<file path="config.mk">
export PLATFORM = sky130hd
export DESIGN_NAME = pipe_mem_stage_flat
export DESIGN_NICKNAME = d
export VERILOG_FILES = /design/src/rtl/pipe_mem_stage_pkg.sv /design/src/rtl/pipe_mem_stage_if.sv /design/src/rtl/pipe_mem_stage_lane_align.sv /design/src/rtl/pipe_mem_stage.sv /design/src/flat_wrapper.sv
export SDC_FILE = /design/constraint.sdc
export NUM_CORES = 1
export LEC_CHECK = 0
export ABC_AREA = 1
export BUFFER_PORTS_ARGS = -buffer_cell sky130_fd_sc_hd__buf_2
export CORE_AREA = 2 2 117 119
export CTS_CLUSTER_SIZE = 40
export DETAILED_ROUTE_END_ITERATION = 7
export DIE_AREA = 0 0 119 121
export PLACE_DENSITY = 0.88
export SYNTH_ARGS = -nofsm -noshare
export SYNTH_HDL_FRONTEND = slang
export SYNTH_SLANG_ARGS = --single-unit
</file>
<file path="constraint.sdc">
create_clock -name clk -period 14.35 [get_ports clk]
set_input_delay 4.305 -clock clk [delete_from_list [all_inputs] [get_ports clk]]
set_output_delay 4.305 -clock clk [all_outputs]
set_load 0.005 [all_outputs]
</file>
<file path="src/rtl/pipe_mem_stage_pkg.sv">
// Shared definitions for the MEM pipeline stage: op encoding, FSM states, error codes.
// Latency: n/a (constants and pure combinational helpers only).
// Backpressure: n/a.
package pipe_mem_stage_pkg;

  // EX -> MEM operation encoding; any value above OP_SW is treated as OP_NONE.
  localparam logic [3:0] OP_NONE = 4'd0;
  localparam logic [3:0] OP_LB   = 4'd1;
  localparam logic [3:0] OP_LBU  = 4'd2;
  localparam logic [3:0] OP_LH   = 4'd3;
  localparam logic [3:0] OP_LHU  = 4'd4;
  localparam logic [3:0] OP_LW   = 4'd5;
  localparam logic [3:0] OP_SB   = 4'd6;
  localparam logic [3:0] OP_SH   = 4'd7;
  localparam logic [3:0] OP_SW   = 4'd8;

  localparam logic [1:0] ERR_NONE     = 2'd0;
  localparam logic [1:0] ERR_MISALIGN = 2'd1;
  localparam logic [1:0] ERR_TIMEOUT  = 2'd2;

  typedef enum logic [0:0] {
    S_IDLE   = 1'b0,
    S_ACCESS = 1'b1
  } state_t;

  function automatic logic [3:0] op_norm(input logic [3:0] op);
    return (op > OP_SW) ? OP_NONE : op;
  endfunction

  function automatic logic is_store(input logic [3:0] op);
    return (op == OP_SB) || (op == OP_SH) || (op == OP_SW);
  endfunction

  function automatic logic is_half(input logic [3:0] op);
    return (op == OP_LH) || (op == OP_LHU) || (op == OP_SH);
  endfunction

  function automatic logic is_word(input logic [3:0] op);
    return (op == OP_LW) || (op == OP_SW);
  endfunction

  // Halfwords need addr[0]==0, words need addr[1:0]==0; bytes are always aligned.
  function automatic logic misaligned(input logic [3:0] op, input logic [1:0] addr_lo);
    return (is_half(op) && addr_lo[0]) || (is_word(op) && (addr_lo != 2'b00));
  endfunction

endpackage

</file>
<file path="src/rtl/pipe_mem_stage_if.sv">
// Bundle of the MEM stage's three handshakes: EX->MEM, MEM<->data memory, MEM->WB.
// slave  = the MEM stage itself (accepts EX ops, issues memory requests, sources WB).
// master = the environment around it (EX stage, data memory, WB stage).
interface pipe_mem_stage_if;
  // EX -> MEM
  logic        ex_valid;
  logic        ex_ready;
  logic [3:0]  ex_op;
  logic [31:0] ex_addr;
  logic [31:0] ex_wdata;
  logic        ex_wb_e;
  logic [4:0]  ex_idx;
  // MEM <-> data memory
  logic        mem_req;
  logic        mem_we;
  logic [31:0] mem_addr;
  logic [3:0]  mem_be;
  logic [31:0] mem_wdata;
  logic        mem_ack;
  logic [31:0] mem_rdata;
  // MEM -> WB
  logic        wb_valid;
  logic        wb_ready;
  logic        wb_e;
  logic [31:0] wb_data;
  logic [4:0]  wb_idx;
  // status
  logic        err;
  logic [1:0]  err_code;

  modport slave (
    input  ex_valid, ex_op, ex_addr, ex_wdata, ex_wb_e, ex_idx,
    output ex_ready,
    output mem_req, mem_we, mem_addr, mem_be, mem_wdata,
    input  mem_ack, mem_rdata,
    output wb_valid, wb_e, wb_data, wb_idx,
    input  wb_ready,
    output err, err_code
  );

  modport master (
    output ex_valid, ex_op, ex_addr, ex_wdata, ex_wb_e, ex_idx,
    input  ex_ready,
    input  mem_req, mem_we, mem_addr, mem_be, mem_wdata,
    output mem_ack, mem_rdata,
    input  wb_valid, wb_e, wb_data, wb_idx,
    output wb_ready,
    input  err, err_code
  );
endinterface

</file>
<file path="src/rtl/pipe_mem_stage_lane_align.sv">
// Byte-lane steering for the MEM stage: byte enables, store-data replication, load extend.
// Latency: purely combinational.
// Backpressure: none (no handshake).
// Ports: op (normalised op), addr_lo (addr[1:0]), wdata/rdata in; be, wdata_lanes, rdata_ext out.
module mem_lane_align
  import pipe_mem_stage_pkg::*;
(
  input  logic [3:0]  op,
  input  logic [1:0]  addr_lo,
  input  logic [31:0] wdata,
  input  logic [31:0] rdata,
  output logic [3:0]  be,
  output logic [31:0] wdata_lanes,
  output logic [31:0] rdata_ext
);

  logic [7:0]  bsel;
  logic [15:0] hsel;

  always_comb begin
    bsel = rdata[7:0];
    case (addr_lo)
      2'd1:    bsel = rdata[15:8];
      2'd2:    bsel = rdata[23:16];
      2'd3:    bsel = rdata[31:24];
      default: bsel = rdata[7:0];
    endcase
    hsel = addr_lo[1] ? rdata[31:16] : rdata[15:0];
  end

  always_comb begin
    be          = 4'b0000;
    wdata_lanes = wdata;
    rdata_ext   = rdata;
    case (op)
      OP_LB: begin
        be        = 4'b0001 << addr_lo;
        rdata_ext = {{24{bsel[7]}}, bsel};
      end
      OP_LBU: begin
        be        = 4'b0001 << addr_lo;
        rdata_ext = {24'd0, bsel};
      end
      OP_LH: begin
        be        = 4'b0011 << {addr_lo[1], 1'b0};
        rdata_ext = {{16{hsel[15]}}, hsel};
      end
      OP_LHU: begin
        be        = 4'b0011 << {addr_lo[1], 1'b0};
        rdata_ext = {16'd0, hsel};
      end
      OP_LW: be = 4'b1111;
      OP_SB: begin
        be          = 4'b0001 << addr_lo;
        wdata_lanes = {4{wdata[7:0]}};
      end
      OP_SH: begin
        be          = 4'b0011 << {addr_lo[1], 1'b0};
        wdata_lanes = {2{wdata[15:0]}};
      end
      OP_SW: be = 4'b1111;
      default: be = 4'b0000;
    endcase
  end

endmodule

</file>
<file path="src/rtl/pipe_mem_stage.sv">
// MIPS MEM stage: passes ALU results through, performs byte/half/word loads/stores via req/ack.
// Latency: non-memory ops 1 cycle; memory ops 1 cycle + memory latency (abort after TIMEOUT).
// Backpressure: ex_ready drops while an access is in flight or the WB register is held.
// Ports: clk, rst (async, active-high); bus (slave): EX valid/ready in, data-memory req/ack,
//        WB valid/ready out with {wb_e, wb_data, wb_idx}, err pulse + sticky err_code.
module pipe_mem_stage
  import pipe_mem_stage_pkg::*;
#(
  parameter int TIMEOUT = 16,
  parameter int TW      = 5
) (
  input  logic            clk,
  input  logic            rst,
  pipe_mem_stage_if.slave bus
);

  state_t      state, state_nxt;
  logic [TW-1:0] cnt;

  // Op latched at entry to ACCESS; drives the memory port for the whole access.
  logic [3:0]  acc_op;
  logic [31:0] acc_addr;
  logic [31:0] acc_wdata;
  logic        acc_wb_e;
  logic [4:0]  acc_idx;

  logic [3:0]  in_op;
  logic        in_pass, in_mis, transfer;
  logic        acc_done, acc_timeout, mem_req_c;
  logic [3:0]  lane_be;
  logic [31:0] lane_wdata, lane_rdata;

  assign in_op    = op_norm(bus.ex_op);
  assign in_pass  = (in_op == OP_NONE);
  assign in_mis   = misaligned(in_op, bus.ex_addr[1:0]);

  assign bus.ex_ready = (state == S_IDLE) && (!bus.wb_valid || bus.wb_ready);
  assign transfer     = bus.ex_valid && bus.ex_ready;

  assign acc_done    = (state == S_ACCESS) && bus.mem_ack;
  // An ack in the final counted cycle still completes normally.
  assign acc_timeout = (state == S_ACCESS) && !bus.mem_ack && (cnt == TW'(TIMEOUT - 1));

  always_ff @(posedge clk or posedge rst) begin
    if (rst) state <= S_IDLE;
    else     state <= state_nxt;
  end

  always_comb begin
    state_nxt = state;
    mem_req_c = 1'b0;
    case (state)
      S_IDLE: begin
        if (transfer && !in_pass && !in_mis) state_nxt = S_ACCESS;
      end
      S_ACCESS: begin
        mem_req_c = 1'b1;
        if (acc_done || acc_timeout) state_nxt = S_IDLE;
      end
      default: state_nxt = S_IDLE;
    endcase
  end

  always_ff @(posedge clk or posedge rst) begin
    if (rst)                                           cnt <= '0;
    else if ((state == S_ACCESS) && (state_nxt == S_ACCESS)) cnt <= cnt + 1'b1;
    else                                               cnt <= '0;
  end

  always_ff @(posedge clk or posedge rst) begin
    if (rst) begin
      acc_op    <= OP_NONE;
      acc_addr  <= '0;
      acc_wdata <= '0;
      acc_wb_e  <= 1'b0;
      acc_idx   <= '0;
    end else if (transfer && !in_pass && !in_mis) begin
      acc_op    <= in_op;
      acc_addr  <= bus.ex_addr;
      acc_wdata <= bus.ex_wdata;
      acc_wb_e  <= bus.ex_wb_e;
      acc_idx   <= bus.ex_idx;
    end
  end

  mem_lane_align u_align (
    .op          (acc_op),
    .addr_lo     (acc_addr[1:0]),
    .wdata       (acc_wdata),
    .rdata       (bus.mem_rdata),
    .be          (lane_be),
    .wdata_lanes (lane_wdata),
    .rdata_ext   (lane_rdata)
  );

  assign bus.mem_req   = mem_req_c;
  assign bus.mem_we    = is_store(acc_op);
  assign bus.mem_addr  = {acc_addr[31:2], 2'b00};
  assign bus.mem_be    = lane_be;
  assign bus.mem_wdata = lane_wdata;

  // Single output register. A load in the same cycle as a WB handshake wins over the clear.
  // No stall path is needed on completion: entry to ACCESS required a free register.
  always_ff @(posedge clk or posedge rst) begin
    if (rst) begin
      bus.wb_valid <= 1'b0;
      bus.wb_e     <= 1'b0;
      bus.wb_data  <= '0;
      bus.wb_idx   <= '0;
      bus.err      <= 1'b0;
      bus.err_code <= ERR_NONE;
    end else begin
      bus.err <= 1'b0;
      if (transfer && (in_pass || in_mis)) begin
        bus.wb_valid <= 1'b1;
        bus.wb_e     <= in_pass ? bus.ex_wb_e : 1'b0;
        bus.wb_data  <= bus.ex_addr;
        bus.wb_idx   <= bus.ex_idx;
        if (in_mis) begin
          bus.err      <= 1'b1;
          bus.err_code <= ERR_MISALIGN;
        end
      end else if (acc_done) begin
        bus.wb_valid <= 1'b1;
        bus.wb_e     <= is_store(acc_op) ? 1'b0 : acc_wb_e;
        bus.wb_data  <= is_store(acc_op) ? acc_addr : lane_rdata;
        bus.wb_idx   <= acc_idx;
      end else if (acc_timeout) begin
        bus.wb_valid <= 1'b1;
        bus.wb_e     <= 1'b0;
        bus.wb_data  <= acc_addr;
        bus.wb_idx   <= acc_idx;
        bus.err      <= 1'b1;
        bus.err_code <= ERR_TIMEOUT;
      end else if (bus.wb_valid && bus.wb_ready) begin
        bus.wb_valid <= 1'b0;
      end
    end
  end

endmodule
</file>
<file path="src/flat_wrapper.sv">
// flat-port wrapper written by rule: the top's interface ports become plain ports
module pipe_mem_stage_flat import pipe_mem_stage_pkg::*;
#(
  parameter int TIMEOUT = 16,
  parameter int TW      = 5
)
  (clk, rst, bus_ex_valid, bus_ex_op, bus_ex_addr, bus_ex_wdata, bus_ex_wb_e, bus_ex_idx, bus_ex_ready, bus_mem_req, bus_mem_we, bus_mem_addr, bus_mem_be, bus_mem_wdata, bus_mem_ack, bus_mem_rdata, bus_wb_valid, bus_wb_e, bus_wb_data, bus_wb_idx, bus_wb_ready, bus_err, bus_err_code);
  pipe_mem_stage_if bus_i ();
  input  logic clk;
  input  logic rst;
  input wire logic [$bits(bus_i.ex_valid)-1:0] bus_ex_valid;
  input wire logic [$bits(bus_i.ex_op)-1:0] bus_ex_op;
  input wire logic [$bits(bus_i.ex_addr)-1:0] bus_ex_addr;
  input wire logic [$bits(bus_i.ex_wdata)-1:0] bus_ex_wdata;
  input wire logic [$bits(bus_i.ex_wb_e)-1:0] bus_ex_wb_e;
  input wire logic [$bits(bus_i.ex_idx)-1:0] bus_ex_idx;
  output wire logic [$bits(bus_i.ex_ready)-1:0] bus_ex_ready;
  output wire logic [$bits(bus_i.mem_req)-1:0] bus_mem_req;
  output wire logic [$bits(bus_i.mem_we)-1:0] bus_mem_we;
  output wire logic [$bits(bus_i.mem_addr)-1:0] bus_mem_addr;
  output wire logic [$bits(bus_i.mem_be)-1:0] bus_mem_be;
  output wire logic [$bits(bus_i.mem_wdata)-1:0] bus_mem_wdata;
  input wire logic [$bits(bus_i.mem_ack)-1:0] bus_mem_ack;
  input wire logic [$bits(bus_i.mem_rdata)-1:0] bus_mem_rdata;
  output wire logic [$bits(bus_i.wb_valid)-1:0] bus_wb_valid;
  output wire logic [$bits(bus_i.wb_e)-1:0] bus_wb_e;
  output wire logic [$bits(bus_i.wb_data)-1:0] bus_wb_data;
  output wire logic [$bits(bus_i.wb_idx)-1:0] bus_wb_idx;
  input wire logic [$bits(bus_i.wb_ready)-1:0] bus_wb_ready;
  output wire logic [$bits(bus_i.err)-1:0] bus_err;
  output wire logic [$bits(bus_i.err_code)-1:0] bus_err_code;
  assign bus_i.ex_valid = bus_ex_valid;
  assign bus_i.ex_op = bus_ex_op;
  assign bus_i.ex_addr = bus_ex_addr;
  assign bus_i.ex_wdata = bus_ex_wdata;
  assign bus_i.ex_wb_e = bus_ex_wb_e;
  assign bus_i.ex_idx = bus_ex_idx;
  assign bus_ex_ready = bus_i.ex_ready;
  assign bus_mem_req = bus_i.mem_req;
  assign bus_mem_we = bus_i.mem_we;
  assign bus_mem_addr = bus_i.mem_addr;
  assign bus_mem_be = bus_i.mem_be;
  assign bus_mem_wdata = bus_i.mem_wdata;
  assign bus_i.mem_ack = bus_mem_ack;
  assign bus_i.mem_rdata = bus_mem_rdata;
  assign bus_wb_valid = bus_i.wb_valid;
  assign bus_wb_e = bus_i.wb_e;
  assign bus_wb_data = bus_i.wb_data;
  assign bus_wb_idx = bus_i.wb_idx;
  assign bus_i.wb_ready = bus_wb_ready;
  assign bus_err = bus_i.err;
  assign bus_err_code = bus_i.err_code;
  pipe_mem_stage #(.TIMEOUT(TIMEOUT), .TW(TW)) u_core (.clk(clk), .rst(rst), .bus(bus_i));
endmodule
</file>
==> results.py, run 1 <==
metrics = {
    "yosys": {
        "async_reset_ff_frac": 1.00,
        "synth-edff-count": 0,
        "synth_ff_type": "sky130_fd_sc_hd__dfrtp_1",
        "yosys_register_bits": 122,
        "synthDominantAreaCellType": "sky130_fd_sc_hd__dfrtp_1",
        "synth.cell_area_um2": 7210,
        "synthAdderAreaFrac": 0.00347,
        "main_area_contributors_after_synthesis": "sky130_fd_sc_hd__dfrtp_1 (42%), sky130_fd_sc_hd__nand2_1 (18%), sky130_fd_sc_hd__o21ai_0 (6.9%), sky130_fd_sc_hd__nor2_1 (6.7%), sky130_fd_sc_hd__buf_4 (5.2%)",
        "synth_area_per_cell_um2": 6.99,
        "synth_top_family_by_area": "simple AND/OR/NAND/NOR gates",
        "yosysWarnings": 0,
        "yosys.area_share.xor_xnor": 0.00122,
        "synth_simple_gate_area_frac": 0.340,
        "synth_cell_type_count": 34,
        "synth_compound_gate_area_share": 0.0977,
        "yosys_top_cell_area_share": 0.424,
        "postSynthCellCount": 1031,
        "synth.area.mux_share": 0,
        "synth.yosys.seq_area_share": 0.424,
    },
    "clock_tree": {
        "clock_latency_on_the_worst_skew_pair_ns": 0.42,
        "cts.repair.resized": 0,
        "ctsLongestPathBuffers": 2,
        "ctsRootBufferMaster": "sky130_fd_sc_hd__clkbuf_16",
        "post-cts-setup-buffer-count": 0,
        "cts.clk_slew.worst_paths_ns": 0.05,
        "cts_tree": "yes",
        "htreeDepth": 4,
        "cts_hold_buffers": 0,
        "cts-buffers-inserted": 17,
        "cts_sinks": 122,
    },
    "placement": {
        "place_ws_ns": 5.19,
        "dpl-instance-area_um2": 7980,
        "place_inst": 1341,
        "buffer_ports.inserted": 221,
        "globalplace.congestion": 0.962,
        "hpwl_um": 14500,
    },
    "sta": {
        "transition_time_at_the_pin_with_the_least_slew_margin_ns": 1.10,
        "fin_crit_ns": 9.16,
        "timing.max_slew.rel_slack": 0.267,
        "setup_violations_final": 0,
        "finalHoldViolations": 0,
        "grt_setup_unrepaired": "no",
        "max_freq_mhz": 109,
        "fin_worst_skew_ns": 0.00862,
        "setup_ws_ns": 5.19,
        "fin_hold_ws_ns": 0.459,
        "report.final.slew_viol_count": 0,
        "final.period_utilization": 0.638,
        "setup-tns-final_ns": 0,
    },
    "grt": {
        "gr_util_met2": 0.495,
        "use_met3": 0.0738,
        "grt_start_max_net_pins": 84,
        "grt-busiest-layer": "met2",
        "first_global_vias": 6846,
        "antenna_found_initial": 1,
        "globalRoute.totalOverflow": 0,
        "grt.total_usage": 0.294,
        "global_routing_usage_on_met1": 0.373,
        "grt_first_pass_wirelength_um": 33500,
    },
    "routing": {
        "drt_pre_antenna_iters": 5,
        "via_count": 7300,
        "starting_drt_drc_count": 566,
        "routed_vias_inst": 5.31,
        "wire_per_inst_um": 15.1,
        "antenna_left": 0,
        "wl_um": 20700,
        "drc_errors": 0,
    },
    "worst_setup_path": {
        "timing.critical_path.from_type": "input port",
        "criticalPathCategory": "input port to primary output",
        "maximum_net_fanout_on_the_critical_path": 2,
        "max_stage_delay_ns": 0.25,
        "worstSetupEndpointType": "primary output",
        "timing.critical_path.arrival_ns": 4.85,
        "slowest_stage": "sky130_fd_sc_hd__nor2_1",
        "path_buf_inv": 2,
        "worstPathCellList": "buf_2, nor2_1, nor2_1, buf_2",
        "cp.required_ns": 10.05,
        "path_delay_family": "simple AND/OR/NAND/NOR gates",
    },
    "pwr": {
        "switchingPower_mw": 0.797,
        "p_leak_nw": 4.66,
        "p_seq_frac": 0.312,
        "peak_ir_drop_on_the_vdd_network_v": 0.000115,
        "internal_power_mw": 1.14,
        "pwr-share-comb": 0.444,
        "switching_share": 0.410,
        "powerDensity_nw_per_um2": 225,
        "pwr-share-clk": 0.243,
        "total_power_mw": 1.94,
    },
    "finish": {
        "nNetsFinal": 1297,
        "finalNonFillerCells": 1374,
        "signed_area_change_from_the_synthesized_netlist_to_the_final_layout_pct": 19.8,
        "post_route_cells_drive_above_1_share": 0.240,
        "finish.utilization": 0.660,
        "finish.instance_area_um2": 8630,
        "fillCellCount": 1130,
    },
    "outcome": {
        "run_status": "completed",
    },
    "floorplanning": {
        "pin_count": 224,
        "die_area_um2": 14400,
        "core_um2": 13100,
        "die_w_um": 119,
        "chipHeight_um": 121,
        "placementRows": 42,
        "start_util": 0.551,
    },
    "flow_run": {
        "max-cap-violations": 0,
    },
    "hold_path": {
        "worstHoldPathType": "flop to flop",
    },
}
==> cell usage in the layout (no fill, tap or decap), types with 11 or more instances in the layout <==
cell	instances
sky130_fd_sc_hd__buf_2	221
sky130_fd_sc_hd__inv_2	11
sky130_fd_sc_hd__o21ai_0	99
sky130_fd_sc_hd__nand4_1	28
sky130_fd_sc_hd__nand2_1	347
sky130_fd_sc_hd__nand3_1	58
sky130_fd_sc_hd__nor2_1	128
sky130_fd_sc_hd__dfrtp_1	122
sky130_fd_sc_hd__clkbuf_16	17
sky130_fd_sc_hd__inv_1	87
==> cell families (layout without fill, tap and decap cells) <==
logic type / Yosys count / after routing
compound gates: 130 / 130
xor+xnor: 1 / 1
fa+ha+maj: 2 / 2
buf+inv: 191 / 356
flops: 122 / 122
other cells: 1 / 3
simple gates: 584 / 584
==> state kept, by name, summed over array words and instances (netlist names), 2 cells and up <==
register	flops
u_core.acc_op	4
u_core.cnt	5
u_core.bus.err_code	2
u_core.acc_wdata	32
u_core.bus.wb_data	32
u_core.bus.wb_idx	5
u_core.acc_addr	32
u_core.acc_idx	5
==> worst reg2reg max path, delay by kind of cell, from the launching register on <==
family                 cells  cell delay (ns)
buffers and inverters      3             1.41
AO/OA/AOI/OAI              1             0.14
AND/OR/NAND/NOR            4             1.88
flip-flops                 1             0.37
==> path summary, 6_finish.rpt <==
check                      slack, ns                endpoint  cells after the start                start
setup / recovery                5.19            bus_ex_ready                      4         bus_wb_ready
hold / removal                  0.46           u_core.cnt[0]                      1        u_core.cnt[0]
setup reg to reg               10.47     u_core.acc_addr[26]                      8  u_core.bus.wb_valid
hold reg to reg                 0.46           u_core.cnt[0]                      1        u_core.cnt[0]
max in group asynchronous       9.03         u_core.bus.wb_e                      3                  rst
min in group asynchronous       3.97  u_core.bus.wb_data[25]                      2                  rst
==> Yosys cell counts (2+ instances only) <==
master and number:
sky130_fd_sc_hd__nand2_2 5, sky130_fd_sc_hd__nand3_2 2, sky130_fd_sc_hd__nand4_1 28, sky130_fd_sc_hd__or2_0 2, sky130_fd_sc_hd__dfrtp_1 122, sky130_fd_sc_hd__o31ai_1 4
sky130_fd_sc_hd__buf_6 4, sky130_fd_sc_hd__nand3_1 58, sky130_fd_sc_hd__inv_1 88, sky130_fd_sc_hd__o21ai_0 99, sky130_fd_sc_hd__o22ai_1 5, sky130_fd_sc_hd__clkbuf_1 16
sky130_fd_sc_hd__nor3b_1 2, sky130_fd_sc_hd__o221ai_1 8, sky130_fd_sc_hd__a21boi_0 2, sky130_fd_sc_hd__o21ai_1 8, sky130_fd_sc_hd__buf_2 21, sky130_fd_sc_hd__nand2_4 2
sky130_fd_sc_hd__nor2_1 128, sky130_fd_sc_hd__buf_4 50, sky130_fd_sc_hd__inv_2 12, sky130_fd_sc_hd__nor2_2 4, sky130_fd_sc_hd__a21oi_1 3, sky130_fd_sc_hd__nand2_1 347
sky130_fd_sc_hd__ha_1 2
==> power by group through the flow <==
stage                     clock network [mW]  logic [mW]  registers, mW
after floorplan                            0       0.643          0.585
after detailed placement                   0       0.853          0.609
after CTS                              0.476       0.861          0.605
after global placement                     0       0.831          0.602
final                                  0.472       0.863          0.607
after global routing                   0.493       0.977          0.623
==> metal layers <==
| metal | part of all wire | routed length (um) |
|---|---|---|
| met1 | 0.41 | 8440 |
| met2 | 0.49 | 10100 |
| met3 | 0.086 | 1780 |
| met4 | 0.018 | 376 |
| met5 | 0.00063 | 13 |
==> layout make-up <==
type                       instances  area [um2]  area share
antenna                            1        2.50    0.000290
clock buffer                      20         457      0.0529
clock inverter                    12         195      0.0226
inverter                         100         379      0.0439
multi-input combinational        719        3200       0.370
sequential                       122        3050       0.354
tap                              176         220      0.0255
timing repair buffer             224        1130       0.131
Power figures use the tool's default switching activity.
==> run 2: changes to the inputs <==
--- a/config.mk
+++ b/config.mk
@@ -7,11 +7,11 @@
 export LEC_CHECK = 0
 export ABC_AREA = 1
 export BUFFER_PORTS_ARGS = -buffer_cell sky130_fd_sc_hd__buf_2
-export CORE_AREA = 2 2 117 119
+export CORE_AREA = 2 2 127 129
 export CTS_CLUSTER_SIZE = 40
 export DETAILED_ROUTE_END_ITERATION = 7
-export DIE_AREA = 0 0 119 121
-export PLACE_DENSITY = 0.88
+export DIE_AREA = 0 0 129 131
+export PLACE_DENSITY = 0.8
 export SYNTH_ARGS = -nofsm -noshare
 export SYNTH_HDL_FRONTEND = slang
 export SYNTH_SLANG_ARGS = --single-unit
==> constraint.sdc (replaced) <==
create_clock -name clk -period 7.7 [get_ports clk]
set_input_delay 2.31 -clock clk [delete_from_list [all_inputs] [get_ports clk]]
set_output_delay 2.31 -clock clk [all_outputs]
set_load 0.005 [all_outputs]
==> run 2 against run 1 <==
Effect of this change: clock power rose by 70%; critical endpoint unchanged; highest routed layer is now met4; global-route usage fell by 4.7 points; total power grew 82%; first-iteration DRC count is 3.5% higher; clock skew up 0.0058 ns; count of clock-buffer cells in the layout shrank 1; combinational power rose by 85%.
==> results.py, run 2 (synthesized netlist as in run 1, its figures left out) <==
metrics = {
    "sta": {
        "timing.max_slew.rel_slack": 0.204,
        "finalHoldViolations": 0,
        "grt_setup_unrepaired": "no",
        "setup_violations_final": 0,
        "transition_time_at_the_pin_with_the_least_slew_margin_ns": 1.19,
        "report.final.slew_viol_count": 0,
        "fin_crit_ns": 5.25,
        "final.period_utilization": 0.682,
        "fin_worst_skew_ns": 0.0144,
        "setup-tns-final_ns": 0,
        "max_freq_mhz": 190,
    },
    "floorplanning": {
        "die_area_um2": 16900,
        "start_util": 0.462,
        "pin_count": 224,
        "placementRows": 46,
        "chipHeight_um": 131,
        "die_w_um": 129,
        "core_um2": 15600,
    },
    "pwr": {
        "total_power_mw": 3.54,
        "internal_power_mw": 2.04,
        "p_leak_nw": 4.62,
        "powerDensity_nw_per_um2": 410,
        "p_seq_frac": 0.320,
        "switchingPower_mw": 1.50,
        "pwr-share-clk": 0.227,
        "peak_ir_drop_on_the_vdd_network_v": 0.000193,
        "switching_share": 0.425,
        "pwr-share-comb": 0.452,
    },
    "worst_setup_path": {
        "rr_endpoint": "u_core.acc_wdata[31]",
        "reg2reg_setup_slack_ns": 3.99,
        "r2r_cell_count": 7,
        "cp.required_ns": 5.39,
        "worstSetupEndpointType": "primary output",
        "criticalPathCategory": "input port to primary output",
        "timing.critical_path.arrival_ns": 2.94,
        "maximum_net_fanout_on_the_critical_path": 2,
        "critical_path.reg2reg.startpoint": "u_core.bus.wb_valid",
        "timing.critical_path.from_type": "input port",
    },
    "finish": {
        "signed_area_change_from_the_synthesized_netlist_to_the_final_layout_pct": 19.6,
        "layout_commonest_cell": "sky130_fd_sc_hd__nand2_1",
        "regs_by_ff_count": "u_core.acc_addr (32), u_core.acc_wdata (32), u_core.bus.wb_data (32)",
        "multi_input_area_um2": 3200,
        "nNetsFinal": 1296,
        "register_area_um2": 3050,
        "most-common-layout-cells": "sky130_fd_sc_hd__nand2_1 (347), sky130_fd_sc_hd__buf_2 (221), sky130_fd_sc_hd__nor2_1 (128)",
        "finish.instance_area_um2": 8620,
        "finalNonFillerCells": 1413,
        "fillCellCount": 1521,
        "post_route_cells_drive_above_1_share": 0.240,
    },
    "placement": {
        "place_inst": 1380,
        "buffer_ports.inserted": 221,
        "dpl-instance-area_um2": 8020,
        "globalplace.congestion": 0.973,
        "hpwl_um": 15200,
    },
    "grt": {
        "first_global_vias": 6498,
        "use_met3": 0.0464,
        "globalRoute.totalOverflow": 0,
        "global_routing_usage_on_met1": 0.328,
        "grt_first_pass_wirelength_um": 32600,
        "grt-busiest-layer": "met2",
        "grt.total_usage": 0.247,
        "gr_util_met2": 0.392,
        "grt_start_max_net_pins": 89,
        "antenna_found_initial": 0,
    },
    "hold_path": {
        "worstHoldPathCells": 1,
        "worst_min_delay_path_startpoint": "u_core.cnt[0]",
        "worstHoldPathType": "flop to flop",
        "timing.hold.worst_endpoint": "u_core.cnt[0]",
    },
    "clock_tree": {
        "cts.clk_slew.worst_paths_ns": 0.06,
        "ctsRootBufferMaster": "sky130_fd_sc_hd__clkbuf_16",
        "clock_latency_on_the_worst_skew_pair_ns": 0.42,
        "cts_hold_buffers": 0,
        "cts_tree": "yes",
        "htreeDepth": 4,
        "post-cts-setup-buffer-count": 0,
        "cts.repair.resized": 0,
        "cts_sinks": 122,
        "cts-buffers-inserted": 17,
        "ctsLongestPathBuffers": 2,
    },
    "routing": {
        "routed_vias_inst": 5.11,
        "drc_errors": 0,
        "via_count": 7224,
        "antenna_left": 0,
        "starting_drt_drc_count": 586,
        "drt_pre_antenna_iters": 6,
        "wire_per_inst_um": 15.0,
        "wl_um": 21100,
    },
    "outcome": {
        "run_status": "completed",
    },
    "flow_run": {
        "max-cap-violations": 0,
    },
}
## run 2: cell types whose count changed in the layout (fill, tap and decap cells not counted)
| cell | delta |
|---|---|
| sky130_fd_sc_hd__clkinv_2 | -2 |
| sky130_fd_sc_hd__clkbuf_1 | -1 |
| sky130_fd_sc_hd__clkinv_4 | +3 |
| sky130_fd_sc_hd__clkinvlp_4 | +2 |
| sky130_fd_sc_hd__buf_4 | -1 |
| sky130_fd_sc_hd__bufinv_16 | -3 |
| sky130_fd_sc_hd__inv_6 | +1 |
## run 2: metrics by stage
stage	setup WS [ns]	util	hold slack, ns
floorplan	2.15	-	0.433
global placement	2.18	0.514	0.451
detailed placement	2.07	0.514	0.461
CTS	2.41	0.553	0.469
global route	2.17	0.553	0.489
finish	2.45	0.553	0.465
## run 2: layer usage
metal / wire, um / part of all wire / vias up
met1: 9120 / 0.43 / 3322
met3: 1590 / 0.075 / 44
met4: 521 / 0.025 / 0
met2: 9900 / 0.47 / 329
met5: 0 / 0 / -
li1: - / - / 3529
## run 2: critical path, cell delays in order
cell and delay (ns):
sky130_fd_sc_hd__buf_2 0.10, sky130_fd_sc_hd__nor2_1 0.29, sky130_fd_sc_hd__nor2_1 0.09, sky130_fd_sc_hd__buf_2 0.14
## run 2: cell type report
cell class              instances  area share
multi-input cells             719       0.371
clock inverters                13      0.0168
inverters                     100      0.0440
clock buffers                  19      0.0525
repair buffers                223       0.130
well taps                     216      0.0313
flip-flops and latches        122       0.354
diodes                          1    0.000290
## run 2: power by group through the flow
stage          Combinational [mW]  Clock (mW)  Sequential [mW]
4_1_cts                      1.60       0.814             1.13
3_5_place_dp                 1.59           0             1.14
2_1_floorplan                1.20           0             1.09
3_3_place_gp                 1.55           0             1.13
6_report                     1.60       0.803             1.13
5_1_grt                      1.83       0.841             1.16
## run 2: how the worst max path moves through the flow
stage | from | end | slack, ns | depth (start not counted)
finish | bus_wb_ready | bus_ex_ready | 2.45 | 4
floorplan | rst | u_core.acc_addr[0] | 2.15 | 1
detailed placement | bus_wb_ready | u_core.acc_wdata[31] | 2.07 | 7
global placement | bus_wb_ready | u_core.acc_addr[16] | 2.18 | 7
CTS | bus_wb_ready | bus_ex_ready | 2.41 | 4
global route | bus_wb_ready | u_core.acc_wdata[31] | 2.17 | 7
==> run 3: changes to the inputs <==
==> constraint.sdc (replaced) <==
create_clock -name clk -period 4.8 [get_ports clk]
set_input_delay 1.44 -clock clk [delete_from_list [all_inputs] [get_ports clk]]
set_output_delay 1.44 -clock clk [all_outputs]
set_load 0.005 [all_outputs]
==> run 3 against run 2 <==
Effect of this change: global-route usage up 0.47 points; highest routed layer unchanged; critical endpoint is now bus_mem_be[0]; worst setup slack got worse by 1.7 ns; clock power rose by 67%; first-iteration DRC count grew 7.3%.
==> results.py, run 3 (synthesized netlist as in run 1, its figures left out) <==
metrics = {
    "floorplanning": {
        "start_util": 0.462,
        "die_w_um": 129,
        "core_um2": 15600,
        "die_area_um2": 16900,
        "placementRows": 46,
        "pin_count": 224,
        "chipHeight_um": 131,
    },
    "finish": {
        "regs_by_ff_count": "u_core.acc_addr (32), u_core.acc_wdata (32), u_core.bus.wb_data (32)",
        "antenna_diode_instance_count": 0,
        "finish.utilization": 0.558,
        "signed_area_change_from_the_synthesized_netlist_to_the_final_layout_pct": 20.7,
        "layout_commonest_cell": "sky130_fd_sc_hd__nand2_1",
        "finish.instance_area_um2": 8700,
        "nNetsFinal": 1302,
        "post_route_cells_drive_above_1_share": 0.243,
        "most-common-layout-cells": "sky130_fd_sc_hd__nand2_1 (347), sky130_fd_sc_hd__buf_2 (221), sky130_fd_sc_hd__nor2_1 (128)",
    },
    "outcome": {
        "run_status": "completed",
    },
    "sta": {
        "transition_time_at_the_pin_with_the_least_slew_margin_ns": 1.03,
        "finalHoldViolations": 0,
        "setup_ws_ns": 0.775,
        "max_freq_mhz": 248,
        "fin_crit_ns": 4.03,
        "report.final.slew_viol_count": 0,
        "fin_worst_skew_ns": 0.0116,
        "setup_violations_final": 0,
        "timing.max_slew.rel_slack": 0.313,
        "final.period_utilization": 0.839,
        "grt_setup_unrepaired": "no",
        "setup-tns-final_ns": 0,
    },
    "worst_setup_path": {
        "timing.critical_path.from_type": "flop",
        "worstSetupEndpointType": "primary output",
        "timing.critical_path.arrival_ns": 2.59,
        "criticalPathCategory": "flop to primary output",
        "path_delay_family": "simple AND/OR/NAND/NOR gates",
        "max_stage_delay_ns": 0.45,
        "maximum_net_fanout_on_the_critical_path": 23,
        "path_buf_inv": 3,
        "slowest_stage": "sky130_fd_sc_hd__dfrtp_1",
        "cp.required_ns": 3.36,
        "worstPathCellList": "nand2_1, inv_2, nand2_2, nand2_2, inv_2, nand2_1, a21boi_0, o31ai_1, buf_2",
    },
    "grt": {
        "grt_first_pass_wirelength_um": 33000,
        "globalRoute.totalOverflow": 0,
        "antenna_found_initial": 0,
        "grt_start_max_net_pins": 68,
        "grt.total_usage": 0.251,
        "first_global_vias": 6512,
    },
    "clock_tree": {
        "clock_latency_on_the_worst_skew_pair_ns": 0.42,
        "cts_tree": "yes",
        "cts_hold_buffers": 0,
        "cts-buffers-inserted": 17,
        "ctsRootBufferMaster": "sky130_fd_sc_hd__clkbuf_16",
        "ctsLongestPathBuffers": 2,
        "post-cts-setup-buffer-count": 0,
        "htreeDepth": 4,
        "cts.repair.resized": 0,
        "cts_sinks": 122,
        "cts.clk_slew.worst_paths_ns": 0.06,
    },
    "pwr": {
        "powerDensity_nw_per_um2": 662,
        "p_leak_nw": 4.67,
        "peak_ir_drop_on_the_vdd_network_v": 0.000280,
    },
    "placement": {
        "buffer_ports.inserted": 221,
        "dpl-instance-area_um2": 8080,
        "hpwl_um": 15400,
        "globalplace.congestion": 0.939,
        "place_ws_ns": 0.858,
    },
    "routing": {
        "drt_pre_antenna_iters": 6,
        "wl_um": 21200,
        "wire_per_inst_um": 15.0,
        "routed_vias_inst": 5.06,
        "starting_drt_drc_count": 629,
        "antenna_left": 0,
        "drc_errors": 0,
        "via_count": 7181,
    },
    "flow_run": {
        "max-cap-violations": 0,
    },
    "hold_path": {
        "worstHoldPathType": "flop to flop",
    },
}
## run 3: cell types whose count changed in the layout (fill, tap and decap cells not counted)
cell,change
sky130_fd_sc_hd__clkbuf_1,+1
sky130_fd_sc_hd__buf_4,+5
sky130_fd_sc_hd__clkbuf_8,+2
sky130_fd_sc_hd__bufinv_16,+1
sky130_fd_sc_hd__buf_12,+1
sky130_fd_sc_hd__clkinv_4,-3
sky130_fd_sc_hd__inv_6,-1
sky130_fd_sc_hd__diode_2,-1
## run 3: area by class of cell
class | instances | area (um2)
fill | 1487 | 6890
multi-input combinational | 719 | 3200
sequential | 122 | 3050
timing repair buffer | 229 | 1180
clock buffer | 22 | 484
inverter | 100 | 379
tap | 216 | 270
clock inverter | 10 | 140
## run 3: worst reg2reg max path, stage by stage, from the launching register on
cell and delay, ns:
sky130_fd_sc_hd__dfrtp_1 0.47, sky130_fd_sc_hd__nor3b_4 0.89, sky130_fd_sc_hd__nand4_2 0.22, sky130_fd_sc_hd__clkinv_2 0.56, sky130_fd_sc_hd__buf_4 0.42, sky130_fd_sc_hd__nand2_1 0.11
sky130_fd_sc_hd__o21ai_0 0.09
## run 3: power breakdown
part	internal [mW]	total, mW	leakage (nW)	switching [mW]
logic	0.983	2.61	2.88	1.63
registers	1.51	1.81	1.48	0.301
clock network	0.871	1.34	0.298	0.471
total	3.36	5.76	4.67	2.40
## run 3: worst paths after layout
| kind | end | slack, ns | start | cells past startpoint |
|---|---|---|---|---|
| hold reg to reg | u_core.bus.err_code[1] | 0.47 | u_core.bus.err_code[1] | 2 |
| setup reg to reg | u_core.acc_addr[2] | 1.96 | u_core.state | 6 |
| min in group asynchronous | u_core.bus.wb_data[24] | 1.21 | rst | 2 |
| max in group asynchronous | u_core.bus.wb_idx[2] | 2.79 | rst | 3 |
| hold / removal | u_core.bus.err_code[1] | 0.47 | u_core.bus.err_code[1] | 2 |
| setup / recovery | bus_mem_be[0] | 0.77 | u_core.acc_op[0] | 9 |
## run 3: metrics by stage
| stage | total power [mW] | cells | hold slack, ns |
|---|---|---|---|
| after floorplan | 3.67 | 1032 | 0.433 |
| after global placement | 4.34 | 1386 | 0.455 |
| after detailed placement | 4.41 | 1386 | 0.453 |
| after CTS | 5.77 | 1418 | 0.468 |
| after global routing | 6.25 | 1418 | 0.499 |
| final | 5.76 | 1418 | 0.468 |
## run 3: layer usage
metal	GRT usage	share of wire
met1	0.341	0.44
met5	0	0
met2	0.405	0.47
met3	0.0537	0.069
met4	0.0812	0.020
